[src/rtl/input_debouncer_pkg.sv]
// Shared constants and helpers for the input debouncer.
`timescale 1ns/1ps
package input_debouncer_pkg;

  localparam int DEBOUNCE_TICKS_DEFAULT = 10000;

  // Counter width for a given qualification length; never narrower than one bit.
  function automatic int cnt_width(input int ticks);
    int w;
    w = $clog2(ticks);
    return (w < 1) ? 1 : w;
  endfunction

endpackage

[src/rtl/sync_2ff.sv]
// Two-stage synchronizer for a single asynchronous bit, async active-low reset.
`timescale 1ns/1ps
module sync_2ff (
  input  logic clk,
  input  logic rst,
  input  logic d,
  output logic q
);

  logic meta;

  always_ff @(posedge clk or negedge rst) begin
    if (!rst) begin
      meta <= 1'b0;
      q    <= 1'b0;
    end else begin
      meta <= d;
      q    <= meta;
    end
  end

endmodule

[src/rtl/input_debouncer.sv]
// Debounces a single-bit input: o follows i only after TICKS stable cycles.
// Define DEBOUNCER_SYNC_EN to insert a 2-flop synchronizer in front of the filter.
`timescale 1ns/1ps
module input_debouncer
  import input_debouncer_pkg::*;
#(
  parameter int TICKS = DEBOUNCE_TICKS_DEFAULT
) (
  input  logic clk,
  input  logic rst,
  input  logic i,
  output logic o
);

  localparam int            CW   = cnt_width(TICKS);
  localparam logic [CW-1:0] TERM = CW'(TICKS - 1);

  logic          s;
  logic [CW-1:0] cnt;

`ifdef DEBOUNCER_SYNC_EN
  sync_2ff u_sync (
    .clk (clk),
    .rst (rst),
    .d   (i),
    .q   (s)
  );
`else
  assign s = i;
`endif

  // Any return of s to o restarts qualification; commit clears the counter,
  // so it can never run past TERM.
  always_ff @(posedge clk or negedge rst) begin
    if (!rst) begin
      o   <= 1'b0;
      cnt <= '0;
    end else if (s == o) begin
      cnt <= '0;
    end else if (cnt == TERM) begin
      o   <= s;
      cnt <= '0;
    end else begin
      cnt <= cnt + CW'(1);
    end
  end

endmodule

[config.mk]
export PLATFORM = sky130hd
export DESIGN_NAME = input_debouncer
export DESIGN_NICKNAME = d
export VERILOG_FILES = /design/src/rtl/input_debouncer_pkg.sv /design/src/rtl/sync_2ff.sv /design/src/rtl/input_debouncer.sv
export SDC_FILE = /design/constraint.sdc
export NUM_CORES = 1
export LEC_CHECK = 0
export CAP_MARGIN = 10
export CORE_UTILIZATION = 40
export CTS_BUF_LIST = sky130_fd_sc_hd__clkbuf_16
export DETAILED_ROUTE_END_ITERATION = 12
export PLACE_DENSITY_LB_ADDON = 0.08
export SYNTH_ARGS = -nofsm -noshare
export SYNTH_HDL_FRONTEND = slang
export SYNTH_SLANG_ARGS = --single-unit
export TNS_END_PERCENT = 30
[constraint.sdc]
create_clock -name clk -period 4.5 [get_ports clk]
set_input_delay 1.35 -clock clk [delete_from_list [all_inputs] [get_ports clk]]
set_output_delay 1.35 -clock clk [all_outputs]
set_load 0.01 [all_outputs]
==> flow_summary.toml, run 1 <==
[run_status]
status = "finished clean"

[cts]
ctsHtreeMaxLevel = 1
cts.path.max_buffers = 2
cts_resized = 0
clk_latency_ns = 0.24
cts_tree = "yes"
clock-sinks = 15
path_clk_slew_ns = 0.04
numCtsBuffers = 3
cts-root-buf = "clkbuf_16"
postCtsHoldBufs = 0
post_cts_buffers = 0

[route]
drc = 0
drt_iter0_markers = 7
dr.pass1.iters = 4
ant_nets = 0
wirelength_mm = 1.190
via_per_inst = 4.762
num_vias = 481
post_drt_wl_per_cell_um = 11.78

[timing]
final.setup_skew_ns = 0.001640
drv_slew = 0
setup_viol = 0
whs_ns = 0.5152
setup_slack_ns = 1.984
finalSetupTns_ns = 0
rsz0062_at_grt = "no"
finalCritPeriodShare_pct = 55.90
hold_viol_final = 0
worst_pin_slew_ns = 0.6517
post-route-min-period_ns = 2.516
max_slew_margin_pct = 56.42
fmax_mhz = 397.5

[hold_path]
holdCritPathClass = "reg2reg"
holdPathEnd = "cnt[0]"
hold_depth = 1
hp-start = "cnt[0]"

[synthesis]
ys_types = 21
synth-edff-count = 0
synthTopCellsByArea = "dfrtp_1 51%, xnor2_1 8.3%, nor2_1 7.6%"
synth.yosys.seq_area_share_pct = 50.85
synth-seq-cells = 15
netlist_instances = 70
syn_avg_cell_area_sq_um = 10.55
synth_top_area_cell = "dfrtp_1"
synth_ff_type = "dfrtp_1"
synth_nets = 75
ys_async_sr_fraction_pct = 100.0
netlist.area_leader.share_pct = 50.85
synthesis.area_sq_um = 738.2
yosysWarnings = 0

[global_routing]
grtUsageTotal_pct = 14.47
first_global_vias = 456
antenna_found_initial = 0
grt_pass1_wl_mm = 2.007
grt_overflow = 0
grt_start_max_net_pins = 16

[floorplan]
fp.dieH_um = 44.96
rows = 15
die_area_sq_um = 2021
start_util_pct = 42.75
die_w_um = 44.96
floorplan.io_pins = 4
core_area_sq_um = 1727

[setup_path]
r2r-end = "cnt[12]"
cp.required_ns = 3.15
cp_max_fo = 3
worstSetupStartpointType = "register"
arrival_ns = 1.17
crit_family = "buffers and inverters"
path_cells = "clkdlybuf4s50_1"
cpPeakStageDelay_ns = 0.55
crit_type = "reg2out"
cp_slowest_cell = "clkdlybuf4s50_1"
critPathCaptureType = "output port"
r2r_cells = 4
r2r_slack_ns = 2.54
crit_buf_inv = 1
r2r-start = "cnt[6]"

[placed_design]
place_congestion = 0.7607
dp_hpwl_um = 866.2
dp.cells = 97
port_buffers = 3
place_ws_ns = 2.011
placed_area_sq_um = 788.3

[layout]
final_nets = 82
antennaDiodeCount = 0
finalNonFillerCells = 101
drive_gt1_share_pct = 9.211
final_core_util_pct = 50.22
syn_to_final_growth_pct = 17.46
design_area_sq_um = 867.1

[power]
ir_drop_v = 0.0002934
powerDensity_nw_per_um2 = 379.2
totalPowerFinal_mw = 0.3288
power_leakage_nw = 0.3673

[job]
cap_violations = 0
[worst reg2reg max path, stage by stage, from the launching register on]
cell     delay, ns
dfrtp_1       0.42
or4b_1        0.52
or4_4         0.58
nand2_2       0.23
nor2_1        0.09
[flip-flops by register name (all words and copies together) (netlist names)]
register and cells:
cnt 14, o 1
[cell usage after synthesis, types with 2 or more instances]
cell type / instances
xor2_1: 6
ha_1: 2
nor2_1: 15
dfrtp_1: 15
nor3_1: 2
nand2_1: 3
xnor2_1: 7
inv_1: 2
nand4_1: 3
nand3_1: 4
[placed cells by master (no fill, tap or decap)]
master / synthesis / final
or4b_1: 1 / 1
nand3_1: 4 / 4
or3b_2: 1 / 1
or4_4: 1 / 1
mux2_4: 1 / 1
and3_1: 1 / 1
xor2_1: 6 / 6
clkdlybuf4s50_1: 0 / 3
dfrtp_1: 15 / 15
nor3b_1: 1 / 1
inv_1: 2 / 3
xnor2_1: 7 / 7
nand2_1: 3 / 3
nor3_1: 2 / 2
and4_1: 1 / 1
or3_1: 1 / 1
nand2_2: 1 / 1
nor2_1: 15 / 15
nor4b_1: 1 / 1
nand4_1: 3 / 3
ha_1: 2 / 2
clkbuf_16: 0 / 3
[where the power goes]
part           leakage (nW)  internal (mW)  switching (mW)  total [mW]
Combinational         0.120        0.00763         0.00988      0.0175
Clock                0.0423          0.117          0.0484       0.166
Sequential            0.205          0.140         0.00564       0.146
[logic make-up after synthesis]
| group | count (synthesis) | share of synthesized area (%) |
|---|---|---|
| and+or+nand+nor | 36 | 25.77 |
| DFF | 15 | 50.85 |
| xor gates and xnor gates | 13 | 15.42 |
| buffers and inverters | 3 | 2.543 |
| adders and majority gates | 2 | 3.389 |
| muxes | 1 | 2.033 |
[metal layers]
layer / vias up / track usage, % / routed length [um]
met1: 226 / 19.29 / 623
met5: - / 0 / 0
li1: 247 / - / -
met4: 0 / 5.455 / 0
met2: 8 / 20.00 / 515
met3: 0 / 7.200 / 51
[area by class of cell]
class	count	area, sq um
fillers	164	859.6
flip-flops and latches	15	375.4
multi-input cells	52	344.1
clock buffers	3	75.07
well taps	25	31.28
repair buffers	3	30.03
inverters	2	7.507
clock inverters	1	3.754
[worst max-delay path by stage]
stage / startpoint / to / slack [ns] / cells past startpoint
6_report: o / o / 1.98 / 1
5_1_grt: o / o / 1.95 / 1
4_1_cts: o / o / 1.98 / 1
3_5_place_dp: i / cnt[2] / 2.01 / 4
3_3_place_gp: i / cnt[2] / 2.04 / 4
2_1_floorplan: i / cnt[10] / 2.59 / 4
No activity file was read; power rests on OpenSTA's default activity.
==> run 2, diff against run 1 <==
clock period = 2.5 ns   (was 4.5 ns; I/O delays follow)
==> flow_summary.toml, run 2 (same netlist as run 1, synthesis figures left out) <==
[placed_design]
place_ws_ns = 0.5475
dp_hpwl_um = 867.1
placed_area_sq_um = 788.3
port_buffers = 3
place_congestion = 0.7677
dp.cells = 97

[global_routing]
grt_pass1_wl_mm = 2.311
grt_use_met3_pct = 4.000
grt_overflow = 0
grt_start_max_net_pins = 16
first_global_vias = 485
met2_usage_pct = 22.90
use_met1_pct = 23.92
grtUsageTotal_pct = 16.92
antenna_found_initial = 0
grt.busiest_layer = "met1"

[layout]
syn_to_final_growth_pct = 17.46
finalNonFillerCells = 101
layout_common_cells = "15 x nor2_1, 15 x dfrtp_1, 7 x xnor2_1"
regMostFlops = "cnt"
final_nets = 82
drive_gt1_share_pct = 9.211
reg_top3 = "cnt: 14 flops, o: 1 flops"
antennaDiodeCount = 0
design_area_sq_um = 867.1
largest_reg_flops = 14

[cts]
postCtsHoldBufs = 0
clock-sinks = 15
cts_resized = 0
post_cts_buffers = 0
numCtsBuffers = 3
cts-root-buf = "clkbuf_16"
clk_latency_ns = 0.24
ctsHtreeMaxLevel = 1
path_clk_slew_ns = 0.05
cts_tree = "yes"
cts.path.max_buffers = 2

[floorplan]
core_area_sq_um = 1727
floorplan.io_pins = 4
die_w_um = 44.96
rows = 15
fp.dieH_um = 44.96
die_area_sq_um = 2021
start_util_pct = 42.75

[power]
totalPowerFinal_mw = 0.6044
ir_drop_v = 0.0002634
power_leakage_nw = 0.3673
powerDensity_nw_per_um2 = 697.0

[route]
drc = 0
dr.pass1.iters = 4
drt_iter0_markers = 12
via_per_inst = 4.594
num_vias = 464
post_drt_wl_per_cell_um = 13.18
wirelength_mm = 1.331
ant_nets = 0

[setup_path]
crit_type = "reg2reg"
critPathLaunch = "cnt[11]"
r2r-start = "cnt[11]"
cp.required_ns = 2.62
r2r_cells = 4
r2r-end = "cnt[5]"
setup.worst_path.end = "cnt[5]"
critPathCaptureType = "register"
worstSetupStartpointType = "register"
cp_max_fo = 13
r2r_slack_ns = 0.54
arrival_ns = 2.08

[hold_path]
holdCritPathClass = "reg2reg"

[timing]
drv_slew = 0
setup_slack_ns = 0.5382
rsz0062_at_grt = "no"
fmax_mhz = 509.7
finalSetupTns_ns = 0
max_slew_margin_pct = 54.95
final.setup_skew_ns = 0.0007805
worst_pin_slew_ns = 0.6736
post-route-min-period_ns = 1.962
finalCritPeriodShare_pct = 78.47
setup_viol = 0
hold_viol_final = 0

[job]
cap_violations = 0

[run_status]
status = "finished clean"
## run 2: worst min path at each step
stage                 from     end  slack, ns  cells after the start
floorplan              rst  cnt[0]       0.45                      0
global placement    cnt[0]  cnt[0]       0.51                      1
detailed placement  cnt[0]  cnt[0]       0.52                      1
CTS                 cnt[0]  cnt[0]       0.53                      1
global route        cnt[0]  cnt[0]       0.55                      1
finish              cnt[0]  cnt[0]       0.52                      1
## run 2: final cells by class
type                       instances  area [sq um]
clock buffer                       3         75.07
clock inverter                     1         3.754
fill                             163         859.6
inverter                           2         7.507
multi-input combinational         52         344.1
sequential                        15         375.4
tap                               25         31.28
timing repair buffer               3         30.03
## run 2: stage by stage
stage / hold slack (ns) / utilization (%)
2_1_floorplan: 0.4544 / -
3_3_place_gp: 0.5104 / 45.65
3_5_place_dp: 0.5211 / 45.65
4_1_cts: 0.5266 / 50.22
5_1_grt: 0.5456 / 50.22
6_report: 0.5200 / 50.22
## run 2: routing by layer
| layer | vias up | part of all wire (%) |
|---|---|---|
| li1 | 244 | - |
| met1 | 214 | 54 |
| met2 | 4 | 42 |
| met3 | 2 | 2.9 |
| met4 | 0 | 0.75 |
| met5 | - | 0 |
## run 2: critical path, cell delays in order, from the launching register on
cell and delay, ns:
dfrtp_1 0.41, or4b_1 0.53, or4_4 0.57, nand2_2 0.24
nor2_1 0.10
## run 2: where the power goes
group	switching (mW)	internal [mW]	total, mW
clock	0.0969	0.212	0.309
sequential	0.0104	0.252	0.262
combinational	0.0191	0.0141	0.0332
total	0.126	0.478	0.604
